===== config.mk =====
export PLATFORM = sky130hd
export DESIGN_NAME = uart_rx_os16_flat
export DESIGN_NICKNAME = d
export VERILOG_FILES = /design/src/rtl/uart_rx_os16_if.sv /design/src/rtl/uart_rx_os16.sv /design/src/flat_wrapper.sv
export SDC_FILE = /design/constraint.sdc
export NUM_CORES = 1
export LEC_CHECK = 0
export CORE_MARGIN = 10
export CORE_UTILIZATION = 55
export CTS_CLUSTER_SIZE = 20
export DETAILED_ROUTE_END_ITERATION = 8
export GPL_TIMING_DRIVEN = 0
export HOLD_SLACK_MARGIN = 0.12
export PLACE_DENSITY = 0.84
export SYNTH_ARGS = -nofsm -noshare
export SYNTH_HDL_FRONTEND = slang
export SYNTH_SLANG_ARGS = --single-unit
export TNS_END_PERCENT = 50

===== constraint.sdc =====
create_clock -name iUART_CLOCK -period 3.62 [get_ports iUART_CLOCK]
set_input_delay 0.724 -clock iUART_CLOCK [delete_from_list [all_inputs] [get_ports iUART_CLOCK]]
set_output_delay 0.724 -clock iUART_CLOCK [all_outputs]
set_load 0.1 [all_outputs]

===== src/rtl/uart_rx_os16_if.sv =====
// Receive-side bundle between the UART receiver and the RX async FIFO write port.
// master: receiver (drives byte strobe, flags, overrun; reads FIFO full). slave: FIFO side.
`timescale 1ns/1ps
interface uart_rx_os16_if;
    logic       oRX_VALID;
    logic [7:0] oRX_DATA;
    logic       oFRAME_ERR;
    logic       oPARITY_ERR;
    logic       oOVERRUN;
    logic       iFIFO_FULL;

    modport master (
        output oRX_VALID, oRX_DATA, oFRAME_ERR,
        output oPARITY_ERR, oOVERRUN,
        input  iFIFO_FULL
    );
    modport slave (
        input  oRX_VALID, oRX_DATA, oFRAME_ERR,
        input  oPARITY_ERR, oOVERRUN,
        output iFIFO_FULL
    );
endinterface


===== src/rtl/uart_rx_os16.sv =====
// Oversampling UART receiver: 2-flop sync, start validation, 3-sample majority vote.
// Ports: iUART_CLOCK, inRESET (async low), iSAMPLE_EN, iRX_EN, iUART_RXD, rx bundle, oBUSY.
`timescale 1ns/1ps
module uart_rx_os16 #(
    parameter int P_OVERSAMPLE = 16,
    parameter int P_PARITY_EN  = 0,
    parameter int P_PARITY_ODD = 0,
    parameter int P_MSB_FIRST  = 1
) (
    input  logic          iUART_CLOCK,
    input  logic          inRESET,
    input  logic          iSAMPLE_EN,
    input  logic          iRX_EN,
    input  logic          iUART_RXD,
    uart_rx_os16_if.master rx,
    output logic          oBUSY
);

    typedef enum logic [2:0] {
        S_IDLE, S_START, S_DATA, S_PARITY, S_STOP, S_WAIT_HIGH
    } state_t;

    localparam logic [3:0] HALF = 4'(P_OVERSAMPLE / 2 - 1);
    localparam logic [3:0] FULL = 4'(P_OVERSAMPLE - 1);
    localparam logic       PODD = (P_PARITY_ODD != 0);
    localparam logic       PEN  = (P_PARITY_EN != 0);
    localparam logic       MSBF = (P_MSB_FIRST != 0);

    state_t     state;
    logic [1:0] sync;
    logic [2:0] vote;
    logic [3:0] tcnt;
    logic [2:0] bcnt;
    logic [7:0] shreg;
    logic       perr;

    logic       rxd_s;
    logic [2:0] vote_n;
    logic       maj;
    logic [7:0] shreg_n;

    assign rxd_s  = sync[1];
    // The vote includes the sample taken on the evaluation tick itself.
    assign vote_n = {vote[1:0], rxd_s};
    assign maj    = (vote_n[0] & vote_n[1]) |
                    (vote_n[0] & vote_n[2]) |
                    (vote_n[1] & vote_n[2]);
    assign shreg_n = MSBF ? {shreg[6:0], maj} : {maj, shreg[7:1]};
    assign oBUSY   = (state != S_IDLE);

    always_ff @(posedge iUART_CLOCK or negedge inRESET) begin
        if (!inRESET) begin
            state          <= S_IDLE;
            sync           <= 2'b11;
            vote           <= 3'b111;
            tcnt           <= '0;
            bcnt           <= '0;
            shreg          <= '0;
            perr           <= 1'b0;
            rx.oRX_VALID   <= 1'b0;
            rx.oRX_DATA    <= 8'h00;
            rx.oFRAME_ERR  <= 1'b0;
            rx.oPARITY_ERR <= 1'b0;
            rx.oOVERRUN    <= 1'b0;
        end else begin
            sync           <= {sync[0], iUART_RXD};
            rx.oRX_VALID   <= 1'b0;
            rx.oFRAME_ERR  <= 1'b0;
            rx.oPARITY_ERR <= 1'b0;
            rx.oOVERRUN    <= 1'b0;
            if (state != S_IDLE && !iRX_EN) begin
                // Abort wins over any tick in progress.
                state <= S_IDLE;
                tcnt  <= '0;
                bcnt  <= '0;
            end else if (iSAMPLE_EN) begin
                vote <= vote_n;
                tcnt <= tcnt + 4'd1;
                unique case (state)
                    S_IDLE: begin
                        tcnt <= '0;
                        if (iRX_EN && !rxd_s)
                            state <= S_START;
                    end
                    S_START: begin
                        if (tcnt == HALF) begin
                            tcnt  <= '0;
                            bcnt  <= '0;
                            perr  <= 1'b0;
                            state <= maj ? S_IDLE : S_DATA;
                        end
                    end
                    S_DATA: begin
                        if (tcnt == FULL) begin
                            tcnt  <= '0;
                            shreg <= shreg_n;
                            bcnt  <= bcnt + 3'd1;
                            if (bcnt == 3'd7)
                                state <= PEN ? S_PARITY : S_STOP;
                        end
                    end
                    S_PARITY: begin
                        if (tcnt == FULL) begin
                            tcnt  <= '0;
                            perr  <= (^shreg) ^ maj ^ PODD;
                            state <= S_STOP;
                        end
                    end
                    S_STOP: begin
                        if (tcnt == FULL) begin
                            tcnt <= '0;
                            if (rx.iFIFO_FULL) begin
                                rx.oOVERRUN <= 1'b1;
                            end else begin
                                rx.oRX_VALID   <= 1'b1;
                                rx.oRX_DATA    <= shreg;
                                rx.oFRAME_ERR  <= ~maj;
                                rx.oPARITY_ERR <= perr & PEN;
                            end
                            // A low stop bit may be a break; wait for idle.
                            state <= maj ? S_IDLE : S_WAIT_HIGH;
                        end
                    end
                    S_WAIT_HIGH: begin
                        tcnt <= '0;
                        if (rxd_s)
                            state <= S_IDLE;
                    end
                    default: state <= S_IDLE;
                endcase
            end
        end
    end

endmodule

===== src/flat_wrapper.sv =====
// flat-port wrapper written by rule: the top's interface ports become plain ports
module uart_rx_os16_flat 
#(
    parameter int P_OVERSAMPLE = 16,
    parameter int P_PARITY_EN  = 0,
    parameter int P_PARITY_ODD = 0,
    parameter int P_MSB_FIRST  = 1
)
  (iUART_CLOCK, inRESET, iSAMPLE_EN, iRX_EN, iUART_RXD, oBUSY, rx_oRX_VALID, rx_oRX_DATA, rx_oFRAME_ERR, rx_oPARITY_ERR, rx_oOVERRUN, rx_iFIFO_FULL);
  uart_rx_os16_if rx_i ();
  input  logic iUART_CLOCK;
  input  logic inRESET;
  input  logic iSAMPLE_EN;
  input  logic iRX_EN;
  input  logic iUART_RXD;
  output logic oBUSY;
  output wire logic [$bits(rx_i.oRX_VALID)-1:0] rx_oRX_VALID;
  output wire logic [$bits(rx_i.oRX_DATA)-1:0] rx_oRX_DATA;
  output wire logic [$bits(rx_i.oFRAME_ERR)-1:0] rx_oFRAME_ERR;
  output wire logic [$bits(rx_i.oPARITY_ERR)-1:0] rx_oPARITY_ERR;
  output wire logic [$bits(rx_i.oOVERRUN)-1:0] rx_oOVERRUN;
  input wire logic [$bits(rx_i.iFIFO_FULL)-1:0] rx_iFIFO_FULL;
  assign rx_oRX_VALID = rx_i.oRX_VALID;
  assign rx_oRX_DATA = rx_i.oRX_DATA;
  assign rx_oFRAME_ERR = rx_i.oFRAME_ERR;
  assign rx_oPARITY_ERR = rx_i.oPARITY_ERR;
  assign rx_oOVERRUN = rx_i.oOVERRUN;
  assign rx_i.iFIFO_FULL = rx_iFIFO_FULL;
  uart_rx_os16 #(.P_OVERSAMPLE(P_OVERSAMPLE), .P_PARITY_EN(P_PARITY_EN), .P_PARITY_ODD(P_PARITY_ODD), .P_MSB_FIRST(P_MSB_FIRST)) u_core (.iUART_CLOCK(iUART_CLOCK), .inRESET(inRESET), .iSAMPLE_EN(iSAMPLE_EN), .iRX_EN(iRX_EN), .iUART_RXD(iUART_RXD), .rx(rx_i), .oBUSY(oBUSY));
endmodule

Word-level counts from Yosys, hierarchy flattened

Index checks and enable logic that the tools add are counted.

Multiplexer cells: 37
Add/sub/neg operators: 2
Reduce and logical (&&, ||, !) cells: 15
Bitwise gates (word level): 8
Equal/unequal tests: 15

Operator list:

| operator                                            | number |
|---|---|
| two-way mux 3 bit                                   | 14 |
| != test 3 x 1 -> 1 bit, second input constant       | 7 |
| case mux 3 bit (6 select lines)                     | 1 |
| two-way mux 4 bit                                   | 4 |
| two-way mux 1 bit                                   | 15 |
| case mux 4 bit (3 select lines)                     | 1 |
| equality test 3 bit, second input constant          | 3 |
| AND reduction 4 bit                                 | 2 |
| AND reduction 8 bit                                 | 1 |
| equality test 3 x 2 -> 1 bit, second input constant | 2 |
| case mux 3 bit (2 select lines)                     | 1 |
| nonzero test 3 bit                                  | 2 |
| AND reduction 5 bit                                 | 1 |
| adder 4 x 1 -> 4 bit, second input constant         | 1 |
| equality test 4 x 3 -> 1 bit, second input constant | 1 |
| equality test 4 bit, second input constant          | 1 |
| adder 3 x 1 -> 3 bit, second input constant         | 1 |
| bitwise AND 1 bit                                   | 3 |
| equality test 3 x 1 -> 1 bit, second input constant | 1 |
| zero test 3 bit                                     | 1 |
| NOT 1 bit                                           | 3 |
| OR reduction 3 bit                                  | 1 |
| logical AND 1 bit                                   | 2 |
| zero test 1 bit                                     | 2 |
| other kinds (5)                                     | 6 |

Register bits: 33
Bits of input ports: 6
Output and inout bits: 13
Logic and storage cells: 87

Logic depth before layout (Yosys ltp)

Word-level depth: 9
Gate-level depth with buffers: 6
Gate-level depth less buffers: 6

Worst setup path before layout

No wires, ideal clock.

Kind: input to register
Start point: input port iRX_EN
End point: register u_core.rx.oRX_DATA[0]
Stages on the path: 5
Buffers on the path: 1
Library setup time: 126 ps
Setup slack: 1845 ps
Data required time: 3494 ps
Data arrival time: 1648 ps
Path through: and2_1 > and4_1 > nor2b_4 > buf_12 > mux2_4

Cells in the longest elaborated chain, start to end: 4

RTL lines:

| item                                 | line                  | text |
|---|---|---|
| from (decl)                          | flat_wrapper.sv:14    | `input logic iRX_EN;` |
| zero test 1 bit                      | uart_rx_os16.sv:71    | `if (state != S_IDLE && !iRX_EN) begin` |
| logical AND 1 bit                    | uart_rx_os16.sv:71    |  |
| NOT 1 bit (no source line)           | n/a                   |  |
| AND reduction 5 bit (no source line) | n/a                   |  |
| to (signal assigned)                 | uart_rx_os16.sv:116   | `rx.oRX_DATA <= shreg;` |
| to (decl)                            | uart_rx_os16_if.sv:13 | `output oRX_VALID, oRX_DATA, oFRAME_ERR,` |

No other way between the ends.
A chain may end at the register's enable or synchronous reset.

Worst setup path in the final report

Start point: register u_core.state[0]
End point: output port oBUSY

Cells in the longest elaborated chain, start to end: 1

RTL lines:

| item                   | line                | text |
|---|---|---|
| from (decl)            | uart_rx_os16.sv:29  | `state_t state;` |
| from (signal assigned) | uart_rx_os16.sv:90  | `state <= maj ? S_IDLE : S_DATA;` |
| from (signal assigned) | uart_rx_os16.sv:99  | `state <= PEN ? S_PARITY : S_STOP;` |
| from (signal assigned) | uart_rx_os16.sv:121 | `state <= maj ? S_IDLE : S_WAIT_HIGH;` |
| nonzero test 3 bit     | uart_rx_os16.sv:49  | `assign oBUSY = (state != S_IDLE);` |
| to (decl)              | flat_wrapper.sv:16  | `output logic oBUSY;` |

No other way between the ends.

==> summary.txt <==
Yosys
  • Sequential element share of the synthesized area: 48.7%
  • #FFs+latches synth: 33
  • Cell variety after synth: 49
  • Ys Warns: 0
  • Primary FF master, synth: dfrtp_1
  • Post-synth EDFFs: 0
  • Dominant cells by area after synthesis: dfrtp_1, mux2_4, dfstp_2
  • Syn Inst Count: 132
  • Async SR Flop Fraction: 100%
  • Cell taking the most area after synthesis: dfrtp_1
  • Mapped cell area: 1710 um2
  • Synth top area share: 42.6%
  • Syn nets: 141
  • Syn_area_per_cell: 12.9 um2

Clock network
  • Worst-Skew Late Latency: 0.33 ns
  • Post-cts sizing count: 0
  • Clock root cell: clkbuf_4
  • H-tree levels: 2
  • Clock buffer depth: 2
  • Clk slew on worst S/H paths: 0.09 ns
  • Post-CTS Setup Inserts: 0
  • CTS tree: done
  • Clock Sinks: 33
  • Cts bufs inserted: 5
  • Hold Buf Count CTS: 0

GRT
  • Gr usage total: 11.9%
  • GRT overflow: 0
  • Pin count of the biggest net entering global routing: 34
  • Initial antenna violation count: 0
  • First-pass GRT wire length: 5150 um
  • Vias in the first global route: 1109

Floorplan
  • Die height: 75.7 um
  • I/O Pins: 19
  • Die X: 75.7 um
  • Core area: 3000 um2
  • Die area: 5730 um2
  • Starting density of the core: 56.8%
  • Rows: 20

Min path
  • Hold path cells: 0
  • WHS Endpoint: u_core.sync[1]
  • Hold Startpoint: u_core.sync[0]
  • Min-delay worst type: register to register

Final layout
  • Fillers: 236
  • Layout Nets: 164
  • Share of cells above drive strength 1: 30.1%
  • Antenna cells: 0
  • Area growth from synthesis to layout: 16.5%
  • Most frequent cells in the layout: dfrtp_1, clkdlybuf4s50_1, nand2_1
  • Most common cell after layout, fill and taps aside: dfrtp_1

Status
  • Status: finished clean

Job
  • Max-cap violations: 0

Drt
  • Vias per cell: 5.58
  • Initial drt markers: 66
  • Drt total wl: 3010 um
  • Routed vias: 1054
  • Wire length per cell: 15.9 um
  • DRC Markers: 0
  • First-pass DRT Iterations: 4
  • Final ANT Viol Nets: 0

Placed design
  • Final weighted congestion in routability-driven placement: 0.800
  • Hpwl dp: 2180 um
  • IO buf count: 16

Timing
  • Max Clock Freq: 350 MHz
  • Clock period minus worst slack: 2.86 ns
  • Final Hold Fails: 0
  • Slew @ Worst Pin: 0.986 ns
  • Period Utilization, post-route: 79.0%
  • Fin Setup TNS: 0 ns
  • Minimum hold slack: 0.366 ns
  • Setup violators final: 0
  • Clk_skew: 0.0106 ns
  • Relative slew margins: 34.1%
  • RSZ-0062 raised after global routing: no
  • Slew Viols, Final: 0

Power and ir drop
  • Combinational share of power: 36.1%
  • Max VDD drop: 420 uV
  • Pleak: 0.919 nW
  • Clock network power share: 24.9%
  • Sequential power share: 39.0%
  • PD cells: 573 nW/um2
  • Switching Share: 33.8%
  • Int Power: 754 uW
  • Switch Pwr: 385 uW

Worst setup path
  • R2R setup slack: 1.72 ns
  • WP data arrival: 2.14 ns
  • Reg2Reg Depth: 6
  • Critical path peak fanout: 4
  • Crit end category: primary output
  • Critical setup path kind: register to primary output
  • Crit Reg-Reg Endpoint: u_core.rx.oRX_DATA[0]
  • Req. time, crit path: 2.90 ns
  • Worst reg2reg startpoint: u_core.tcnt[0]
  • Startpoint types: register
==> layout make-up <==
cell class	instances	area, um2	share of cell area [%]
Clock buffer	7	55.1	2.77
Buffer	7	82.6	4.16
Inverter	3	11.3	0.567
Tap cell	33	41.3	2.08
Clock inverter	1	30.0	1.51
Multi-Input combinational cell	89	781	39.3
Timing Repair Buffer	16	155	7.81
Sequential cell	33	831	41.8
==> flip-flops by register name, summed over array words and instances (netlist names) <==
signal,cells
u_core.bcnt,3
u_core.rx.oFRAME_ERR,1
u_core.rx.oOVERRUN,1
u_core.rx.oRX_DATA,8
u_core.rx.oRX_VALID,1
u_core.shreg,8
u_core.state,3
u_core.sync,2
u_core.tcnt,4
u_core.vote,2
==> worst max-delay path by stage <==
| stage | start | cells after the start | end | slack, ns |
|---|---|---|---|---|
| global route | u_core.state[0] | 2 | oBUSY | 0.68 |
| detailed placement | iRX_EN | 6 | u_core.rx.oRX_DATA[4] | 1.06 |
| CTS | u_core.state[2] | 2 | oBUSY | 0.73 |
| finish | u_core.state[0] | 2 | oBUSY | 0.76 |
| global placement | iRX_EN | 6 | u_core.rx.oRX_DATA[1] | 1.09 |
| floorplan | iRX_EN | 5 | u_core.rx.oRX_DATA[0] | 1.85 |
==> worst max-delay path, stage by stage (launching register included) <==
cell             delay [ns]
dfrtp_1                0.43
or3_4                  0.40
clkdlybuf4s50_1        0.98
==> synth_stat cells (3+ instances only) <==
cell type,instances
dfrtp_1,29
nand2_1,13
mux2_2,9
mux2_4,8
dfstp_2,4
mux2_1,4
nor2_1,4
o21ai_0,4
ha_1,3
inv_1,3
mux2i_1,3
nand3_1,3
==> per-layer routing <==
metal | global-route usage [%] | vias up | share of wire, %
li1 | - | 514 | -
met1 | 14.0 | 514 | 44
met2 | 18.7 | 19 | 49
met3 | 5.47 | 7 | 5.5
met4 | 4.33 | 0 | 1.7
met5 | 0 | - | 0
==> power groups by stage <==
stage | clock network, mW | registers (mW) | logic (mW)
after floorplan | 0 | 0.441 | 0.337
after global placement | 0 | 0.446 | 0.401
after detailed placement | 0 | 0.452 | 0.414
after CTS | 0.290 | 0.444 | 0.415
after global routing | 0.312 | 0.449 | 0.450
final | 0.284 | 0.444 | 0.411
==> through the flow <==
stage               instances  setup WS [ns]  area [um2]  total power [mW]  util, %
global route              189          0.680        1990              1.21     66.2
detailed placement        181           1.06        1910             0.866     63.5
CTS                       189          0.732        1990              1.15     66.3
floorplan                 132           1.85        1710             0.778        -
finish                    189          0.761        1990              1.14     66.2
global placement          181           1.09        1910             0.847     63.5
==> cell families (layout without fill, tap and decap cells) <==
logic type	after synthesis	after routing	synth area share (%)
multiplexers	24	24	17.4
adder cells (fa/ha/maj)	4	4	2.79
AND/OR/NAND/NOR	43	43	16.6
buffers and inverters	10	34	5.50
XOR/XNOR	1	1	0.514
AO/OA/AOI/OAI	16	16	8.29
other	1	1	0.220
flip-flops	33	33	48.7
No activity file was read; power rests on OpenSTA's default activity.
